==> config.mk <==
export PLATFORM = sky130hd
export DESIGN_NAME = qmfir_uart_tx
export DESIGN_NICKNAME = d
export VERILOG_FILES = /design/src/rtl/qmfir_uart_tx.sv
export SDC_FILE = /design/constraint.sdc
export NUM_CORES = 1
export LEC_CHECK = 0
export BUFFER_PORTS_ARGS = -buffer_cell sky130_fd_sc_hd__buf_4
export CAP_MARGIN = 20
export CORE_AREA = 2 2 58 88
export DETAILED_ROUTE_END_ITERATION = 12
export DIE_AREA = 0 0 60 90
export PLACE_DENSITY = 0.81
export SYNTH_ARGS = -nofsm -noshare
export SYNTH_HDL_FRONTEND = slang
export SYNTH_SLANG_ARGS = --single-unit
==> constraint.sdc <==
create_clock -name clk -period 5.51 [get_ports clk]
set_clock_uncertainty 0.15 [all_clocks]
set_input_delay 0.551 -clock clk [delete_from_list [all_inputs] [get_ports clk]]
set_output_delay 0.551 -clock clk [all_outputs]
set_load 0.02 [all_outputs]
==> src/rtl/qmfir_uart_tx.sv <==
// qmfir_uart_tx: serializes 24-bit read words to the host as three UART bytes, MSB byte first, LSB bit first.
// Latency: uart_txd falls on the acceptance edge; a word takes 30*CLKS_PER_BIT cycles (33* with parity).
// Backpressure: tx_ready is high only in IDLE; input changes and tx_valid pulses while busy are ignored.
// Build option: define QMFIR_UART_TX_PARITY_EN for 8E1 frames (even parity bit after data bit 7).
module qmfir_uart_tx #(
    parameter int CLKS_PER_BIT = 434
) (
    input  logic        clk,
    input  logic        arst_n,
    input  logic [23:0] tx_data,
    input  logic        tx_valid,
    output logic        tx_ready,
    output logic        uart_txd,
    output logic        tx_busy
);

    localparam int CW = (CLKS_PER_BIT > 2) ? $clog2(CLKS_PER_BIT) : 1;
    localparam logic [CW-1:0] BAUD_LAST = CW'(CLKS_PER_BIT - 1);

`ifdef QMFIR_UART_TX_PARITY_EN
    typedef enum logic [2:0] {S_IDLE, S_START, S_DATA, S_PARITY, S_STOP} state_t;
`else
    typedef enum logic [1:0] {S_IDLE, S_START, S_DATA, S_STOP} state_t;
`endif

    state_t        r_state, w_state_nxt;
    logic [CW-1:0] r_cnt, w_cnt_nxt;
    logic [2:0]    r_bit, w_bit_nxt;
    logic [1:0]    r_byte, w_byte_nxt;
    logic [23:0]   r_hold, w_hold_nxt;
    logic [7:0]    r_shift, w_shift_nxt;
    logic          r_txd, w_txd_nxt;
    logic          w_bit_end;

    // Byte of the held word selected by a byte index (0 = [23:16]).
    function automatic logic [7:0] sel_byte(input logic [23:0] hold, input logic [1:0] idx);
        case (idx)
            2'd1:    sel_byte = hold[15:8];
            2'd2:    sel_byte = hold[7:0];
            default: sel_byte = hold[23:16];
        endcase
    endfunction

    assign w_bit_end = (r_cnt == BAUD_LAST);
    assign tx_ready  = (r_state == S_IDLE);
    assign tx_busy   = ~tx_ready;
    assign uart_txd  = r_txd;

    // Next-state logic; the line value is computed for the state being entered so it leaves a register.
    always_comb begin
        w_state_nxt = r_state;
        w_cnt_nxt   = r_cnt + 1'b1;
        w_bit_nxt   = r_bit;
        w_byte_nxt  = r_byte;
        w_hold_nxt  = r_hold;
        w_shift_nxt = r_shift;
        w_txd_nxt   = r_txd;
        case (r_state)
            S_IDLE: begin
                w_cnt_nxt = '0;
                w_txd_nxt = 1'b1;
                if (tx_valid) begin
                    w_hold_nxt  = tx_data;
                    w_shift_nxt = tx_data[23:16];
                    w_byte_nxt  = 2'd0;
                    w_state_nxt = S_START;
                    w_txd_nxt   = 1'b0;
                end
            end
            S_START: begin
                if (w_bit_end) begin
                    w_cnt_nxt   = '0;
                    w_bit_nxt   = 3'd0;
                    w_state_nxt = S_DATA;
                    w_txd_nxt   = r_shift[0];
                end
            end
            S_DATA: begin
                if (w_bit_end) begin
                    w_cnt_nxt   = '0;
                    w_shift_nxt = r_shift >> 1;
                    if (r_bit == 3'd7) begin
`ifdef QMFIR_UART_TX_PARITY_EN
                        w_state_nxt = S_PARITY;
                        w_txd_nxt   = ^sel_byte(r_hold, r_byte);
`else
                        w_state_nxt = S_STOP;
                        w_txd_nxt   = 1'b1;
`endif
                    end else begin
                        w_bit_nxt = r_bit + 3'd1;
                        w_txd_nxt = w_shift_nxt[0];
                    end
                end
            end
`ifdef QMFIR_UART_TX_PARITY_EN
            S_PARITY: begin
                if (w_bit_end) begin
                    w_cnt_nxt   = '0;
                    w_state_nxt = S_STOP;
                    w_txd_nxt   = 1'b1;
                end
            end
`endif
            S_STOP: begin
                if (w_bit_end) begin
                    w_cnt_nxt = '0;
                    if (r_byte < 2'd2) begin
                        // Next byte starts immediately: no idle gap inside a word.
                        w_byte_nxt  = r_byte + 2'd1;
                        w_shift_nxt = sel_byte(r_hold, r_byte + 2'd1);
                        w_state_nxt = S_START;
                        w_txd_nxt   = 1'b0;
                    end else begin
                        w_state_nxt = S_IDLE;
                        w_txd_nxt   = 1'b1;
                    end
                end
            end
            default: begin
                w_cnt_nxt   = '0;
                w_state_nxt = S_IDLE;
                w_txd_nxt   = 1'b1;
            end
        endcase
    end

    // State and datapath registers; reset aborts any frame and forces the line high.
    always_ff @(posedge clk or negedge arst_n) begin
        if (!arst_n) begin
            r_state <= S_IDLE;
            r_cnt   <= '0;
            r_bit   <= 3'd0;
            r_byte  <= 2'd0;
            r_hold  <= 24'd0;
            r_shift <= 8'd0;
            r_txd   <= 1'b1;
        end else begin
            r_state <= w_state_nxt;
            r_cnt   <= w_cnt_nxt;
            r_bit   <= w_bit_nxt;
            r_byte  <= w_byte_nxt;
            r_hold  <= w_hold_nxt;
            r_shift <= w_shift_nxt;
            r_txd   <= w_txd_nxt;
        end
    end

endmodule

==> flow_metrics.env, run 1 <==
export IMPL_status="complete, no violations"
export IMPL_syn_num_nets=254
export IMPL_num_vias=1651
export IMPL_arrival_ns=2.48
export IMPL_grt_first_pass_wirelength_mm=7.62
export IMPL_place_area_mm2=0.00274
export IMPL_synth_edf_count=0
export IMPL_postCtsSetupBuffers=0
export IMPL_cp_num_buf_inv=1
export IMPL_syn_cell_area_mm2=0.00248
export IMPL_reg2reg_slack_ns=3.07
export IMPL_initial_utilization=0.529
export IMPL_fmax_mhz=409
export IMPL_power_w=0.00145
export IMPL_clockRootBuffer="clkbuf_8"
export IMPL_antenna_left=0
export IMPL_worst_pin_slew_ns=0.978
export IMPL_path_clk_slew_ns=0.08
export IMPL_relSlewSlack=0.346
export IMPL_htreeDepth=2
export IMPL_cts_resized=0
export IMPL_critPathSlowestCell="or3_1"
export IMPL_hpwl_mm=3.25
export IMPL_cts_buffers=5
export IMPL_utilization=0.603
export IMPL_wl_mm=4.42
export IMPL_grtUsageMet2=0.292
export IMPL_crit_type="reg -> reg"
export IMPL_cts_tree="done"
export IMPL_avgRoutedWirePerCell_um=14.2
export IMPL_grtUsageMet1=0.235
export IMPL_first_pass_iters=4
export IMPL_share_comb_of_total_power=0.437
export IMPL_antennaDiodeCount=0
export IMPL_cp_max_fo=15
export IMPL_io_buffers=29
export IMPL_clock_latency_ns=0.30
export IMPL_n_fill_cell=376
export IMPL_layout_drive_gt1_share=0.303
export IMPL_antenna_found_initial=0
export IMPL_synth_cell_types=34
export IMPL_hp_class="in -> async"
export IMPL_ios=30
export IMPL_synth_most_common_cell="dfrtp_1"
export IMPL_max_stage_delay_ns=0.56
export IMPL_grt_pass1_vias=1670
export IMPL_area_growth_pct=14.1
export IMPL_busiest_layer="met2"
export IMPL_timing_final_crit_share=0.443
export IMPL_finalCriticalPeriod_ns=2.44
export IMPL_p_seq_frac=0.418
export IMPL_core_mm2=0.00469
export IMPL_synth_top_area_share=0.484
export IMPL_fin_tns_setup_ns=0
export IMPL_cp_top_family="simple AND/OR/NAND/NOR gates"
export IMPL_power_density_mw_per_mm2=511
export IMPL_irDropWorstVdd_uv=291
export IMPL_drv_cap=0
export IMPL_drc_errors=0
export IMPL_synth_area_leaders="dfrtp_1, mux2_2, ha_1"
export IMPL_cp_end_kind="flip-flop"
export IMPL_fin_area_mm2=0.00283
export IMPL_sw_frac_of_total=0.340
export IMPL_synth_seq_area_share=0.495
export IMPL_first_iter_violations=28
export IMPL_setup_violations=0
export IMPL_gp_congestion=0.798
export IMPL_die_x_um=60
export IMPL_async_flop_share=1.00
export IMPL_start_kind="flip-flop"
export IMPL_ys_ff_latch=49
export IMPL_r2r_cells=6
export IMPL_synth_cells_most_frequent="dfrtp_1, mux2_2, o21ai_0"
export IMPL_overflow=0
export IMPL_hold_violations=0
export IMPL_avgSynthCellArea_um2=11.5
export IMPL_drv_slew=0
export IMPL_ys_flop_type="dfrtp_1"
export IMPL_postCtsHoldBufs=0
export IMPL_synth_top_cell_by_area="dfrtp_1"
export IMPL_worstPathCellList="inv_1 > ha_1 > nor2_8 > a21oi_2 > or3_1 > mux2_4"
export IMPL_final_nets=282
export IMPL_timing_rr_start="r_state[0]"
export IMPL_startpoint="r_state[0]"
export IMPL_rows=31
export IMPL_p_int_w=0.000954
export IMPL_power_leakage_nw=1.32
export IMPL_cp_required_ns=5.55
export IMPL_reg2reg_to="r_shift[2]"
export IMPL_vias_per_cell=5.33
export IMPL_clkPwrFrac=0.145
export IMPL_cts_sinks=49
export IMPL_grt_max_degree=50
export IMPL_netlist_instances=216
export IMPL_rsz0062_at_grt="false"
export IMPL_clock_path_buffers=2
export IMPL_grtUsageTotal=0.183
export IMPL_grt_use_met3=0.0403
export IMPL_p_switching_w=0.000492
export IMPL_hold_slack_ns=0.104
export IMPL_yosys_warnings=0
export IMPL_dieHeight_um=90
export IMPL_die_area_mm2=0.00540
[registers in the layout, summed over array words and instances, names as in the netlist]
name,count
uart_txd,1
r_shift,8
r_state,2
r_hold,24
r_cnt,9
r_byte,2
r_bit,3
[cell usage in the layout, fill, tap and decap left out, drive strengths merged, types with 2 or more instances in the layout]
cell type and n:
a21oi 12, xnor2 6, mux2 33, buf 29
ha 11, nand2 13, mux2i 2, inv 11
a22o 11, nor3 2, clkbuf 6, a22oi 7
nand3 7, dfrtp 48, o21ai 17, nor2 15
[final cells by class]
class | count | area, µm² | area share
flip-flops and latches | 49 | 1230 | 0.434
multi-input cells | 148 | 1170 | 0.414
repair buffers | 29 | 218 | 0.0769
clock buffers | 6 | 82.6 | 0.0292
well taps | 66 | 82.6 | 0.0292
inverters | 11 | 41.3 | 0.0146
clock inverters | 1 | 7.51 | 0.00265
[worst register-to-register path: cells and delay by family, from the launching register on]
kind            cells  cell delay [ns]
compound gates      1             0.04
buf+inv             1             0.11
fa+ha+maj           1             0.42
mux                 1             0.37
simple gates        2             0.81
flops               1             0.44
[power by group through the flow]
stage | sequential (W) | combinational [W] | clock [W]
6_report | 0.000604 | 0.000631 | 0.000210
5_1_grt | 0.000623 | 0.000693 | 0.000238
4_1_cts | 0.000603 | 0.000638 | 0.000218
3_5_place_dp | 0.000610 | 0.000634 | 0
3_3_place_gp | 0.000600 | 0.000609 | 0
2_1_floorplan | 0.000587 | 0.000524 | 0
[through the flow]
step                std cells  setup slack (ns)
floorplan                 216              3.45
global placement          303              3.16
detailed placement        303              3.07
CTS                       310              3.07
global route              310              2.92
finish                    310              3.07
[layer usage]
layer  up-vias  routed length [µm]
met1       794                1920
met3         7                 117
li1        820                   -
met2        30                2280
met4         0                  97
met5         -                   0
[worst max path at each step]
stage / end / cells past startpoint / slack, ns
detailed placement: r_shift[2] / 6 / 3.07
floorplan: r_shift[0] / 7 / 3.45
global placement: r_shift[6] / 6 / 3.16
finish: r_shift[2] / 6 / 3.07
CTS: r_shift[0] / 6 / 3.07
global route: r_shift[0] / 6 / 2.92
[kinds of logic after synthesis]
kind of cell,count (synthesis),synth area share
adder cells (fa/ha/maj),11,0.0555
XOR/XNOR,7,0.0247
multiplexers,35,0.170
AO/OA/AOI/OAI,51,0.133
AND/OR/NAND/NOR,44,0.0888
flip-flops,49,0.495
buffers and inverters,19,0.0333
(Power assumes the default switching activity.)
==> inputs of run 2 (changes only) <==
--- a/config.mk
+++ b/config.mk
@@ -7,10 +7,10 @@
 export LEC_CHECK = 0
 export BUFFER_PORTS_ARGS = -buffer_cell sky130_fd_sc_hd__buf_4
 export CAP_MARGIN = 20
-export CORE_AREA = 2 2 58 88
+export CORE_AREA = 2 2 60 90
 export DETAILED_ROUTE_END_ITERATION = 12
-export DIE_AREA = 0 0 60 90
-export PLACE_DENSITY = 0.81
+export DIE_AREA = 0 0 62 92
+export PLACE_DENSITY = 0.8
 export SYNTH_ARGS = -nofsm -noshare
 export SYNTH_HDL_FRONTEND = slang
 export SYNTH_SLANG_ARGS = --single-unit
==> constraint.sdc (replaced) <==
create_clock -name clk -period 2.1 [get_ports clk]
set_clock_uncertainty 0.15 [all_clocks]
set_input_delay 0.21 -clock clk [delete_from_list [all_inputs] [get_ports clk]]
set_output_delay 0.21 -clock clk [all_outputs]
set_load 0.02 [all_outputs]
==> run 2 against run 1 <==
- power grew to 2.9 times the previous value
- non-clock buffer count grew 36
- first-iteration DRC count is 7.1% higher
- critical path type unchanged
- critical path depth is 1 lower
- die area increased by 5.6%
- clock power grew to 3.4 times the previous value
- cell count increased by 13%
- sequential share of layout area down 5.1 points
- flip-flop and latch count stayed put
- utilization grew 3.8 points
==> flow_metrics.env, run 2 (synthesis results as in run 1) <==
export IMPL_status="complete, no violations"
export IMPL_core_mm2=0.00500
export IMPL_cp_end_kind="flip-flop"
export IMPL_final_cell_mix="dfrtp_1, buf_4, mux2_2"
export IMPL_fin_area_mm2=0.00321
export IMPL_n_fill_cell=376
export IMPL_drv_slew=0
export IMPL_initial_utilization=0.496
export IMPL_dieHeight_um=92
export IMPL_clockRootBuffer="clkbuf_8"
export IMPL_layout_commonest_cell="dfrtp_1"
export IMPL_dp_cells=317
export IMPL_power_w=0.00419
export IMPL_relSlewSlack=0.601
export IMPL_timing_final_crit_share=0.958
export IMPL_power_density_mw_per_mm2=1300
export IMPL_irDropWorstVdd_uv=850
export IMPL_finalCriticalPeriod_ns=2.01
export IMPL_cp_required_ns=2.15
export IMPL_die_x_um=62
export IMPL_antenna_left=0
export IMPL_hold_depth=2
export IMPL_grtUsageTotal=0.199
export IMPL_clock_path_buffers=2
export IMPL_vias_per_cell=5.23
export IMPL_place_area_mm2=0.00285
export IMPL_r2r_cells=5
export IMPL_multi_input_area_mm2=0.00118
export IMPL_start_kind="flip-flop"
export IMPL_drc_errors=0
export IMPL_drv_cap=0
export IMPL_cts_sinks=49
export IMPL_hold_path_end="r_hold[16]"
export IMPL_area_growth_pct=29.3
export IMPL_die_area_mm2=0.00570
export IMPL_register_area_mm2=0.00123
export IMPL_reg2reg_slack_ns=0.09
export IMPL_arrival_ns=2.06
export IMPL_avgRoutedWirePerCell_um=14.6
export IMPL_io_buffers=29
export IMPL_antenna_found_initial=0
export IMPL_hp_class="in -> reg"
export IMPL_cts_buffers=5
export IMPL_top_register="r_hold"
export IMPL_fin_tns_setup_ns=0
export IMPL_hold_slack_ns=0.00289
export IMPL_hpwl_mm=3.55
export IMPL_cp_max_fo=8
export IMPL_gp_congestion=0.818
export IMPL_setup_violations=0
export IMPL_timing_rr_start="r_state[1]"
export IMPL_htreeDepth=2
export IMPL_fmax_mhz=497
export IMPL_grt_first_pass_wirelength_mm=8.50
export IMPL_grt_pass1_vias=1923
export IMPL_overflow=0
export IMPL_hold_violations=0
export IMPL_ios=30
export IMPL_hp_start="tx_data[16]"
export IMPL_rsz0062_at_grt="false"
export IMPL_layout_drive_gt1_share=0.317
export IMPL_power_leakage_nw=1.50
export IMPL_path_clk_slew_ns=0.09
export IMPL_antennaDiodeCount=0
export IMPL_wl_mm=5.11
export IMPL_clock_latency_ns=0.31
export IMPL_first_pass_iters=4
export IMPL_final_nets=318
export IMPL_crit_type="reg -> reg"
export IMPL_reg_top3="r_hold: 24 flops, r_cnt: 9 flops, r_shift: 8 flops"
export IMPL_grt_max_degree=50
export IMPL_largest_register_ffs=24
export IMPL_first_iter_violations=30
export IMPL_worst_pin_slew_ns=0.599
export IMPL_reg2reg_to="r_shift[7]"
export IMPL_cts_tree="done"
export IMPL_num_vias=1824
export IMPL_finalNonFillerCells=349
export IMPL_rows=32
run 2: changes by cell type in the layout (fill, tap and decap cells not counted), sizes merged:
cell	delta
bufinv	+1
dlygate4sd3	+24
clkinvlp	-1
inv	+2
buf	+12
clkbuf	-1
run 2: power by group:
group	total (W)	leakage, nW	internal, W	switching, W
logic	0.00191	0.837	0.00107	0.000840
clock network	0.000705	0.0591	0.000364	0.000341
registers	0.00158	0.606	0.00134	0.000235
total	0.00419	1.50	0.00277	0.00142
run 2: worst max path at each step:
stage | cells after the start | from | to | slack, ns
2_1_floorplan | 7 | r_state[0] | r_shift[0] | 0.04
3_3_place_gp | 6 | r_cnt[1] | r_shift[7] | 0.05
3_5_place_dp | 6 | r_state[0] | r_shift[1] | -0.01
4_1_cts | 7 | r_state[0] | r_state[1] | 0.06
5_1_grt | 5 | r_state[1] | r_shift[0] | 0.04
6_report | 5 | r_state[1] | r_shift[7] | 0.09
run 2: final cells by class:
| cell class | instances | area share |
|---|---|---|
| well taps | 68 | 0.0265 |
| multi-input cells | 148 | 0.367 |
| clock buffers | 5 | 0.0214 |
| flip-flops and latches | 49 | 0.382 |
| repair buffers | 65 | 0.175 |
| clock inverters | 3 | 0.0148 |
| inverters | 11 | 0.0129 |
run 2: routing by layer:
| metal | share of wire | up-vias | GRT usage |
|---|---|---|---|
| met4 | 0.024 | 0 | 0.0798 |
| met3 | 0.024 | 9 | 0.0395 |
| li1 | - | 892 | - |
| met1 | 0.41 | 890 | 0.241 |
| met5 | 0 | - | 0 |
| met2 | 0.54 | 33 | 0.332 |
run 2: worst max-delay path: stages (launching register included):
cell and delay [ns]:
dfrtp_1 0.44, ha_1 0.31, nand2_1 0.16, nand2_1 0.10, or3_4 0.43, mux2_4 0.32
run 2: through the flow:
stage / setup slack (ns) / utilization
after floorplan: 0.0365 / -
after global placement: 0.0463 / 0.569
after detailed placement: -0.0117 / 0.569
after CTS: 0.0559 / 0.641
after global routing: 0.0351 / 0.641
final: 0.0888 / 0.641
run 2: what timing repair did:
item                                   CTS  global route
setup endpoints to repair                8             1
gates cloned                             0             0
buffers inserted                         0             0
pin swaps                                0             1
endpoints found under the hold margin   71             0
hold buffers                            24             0
resized for setup                        1             1
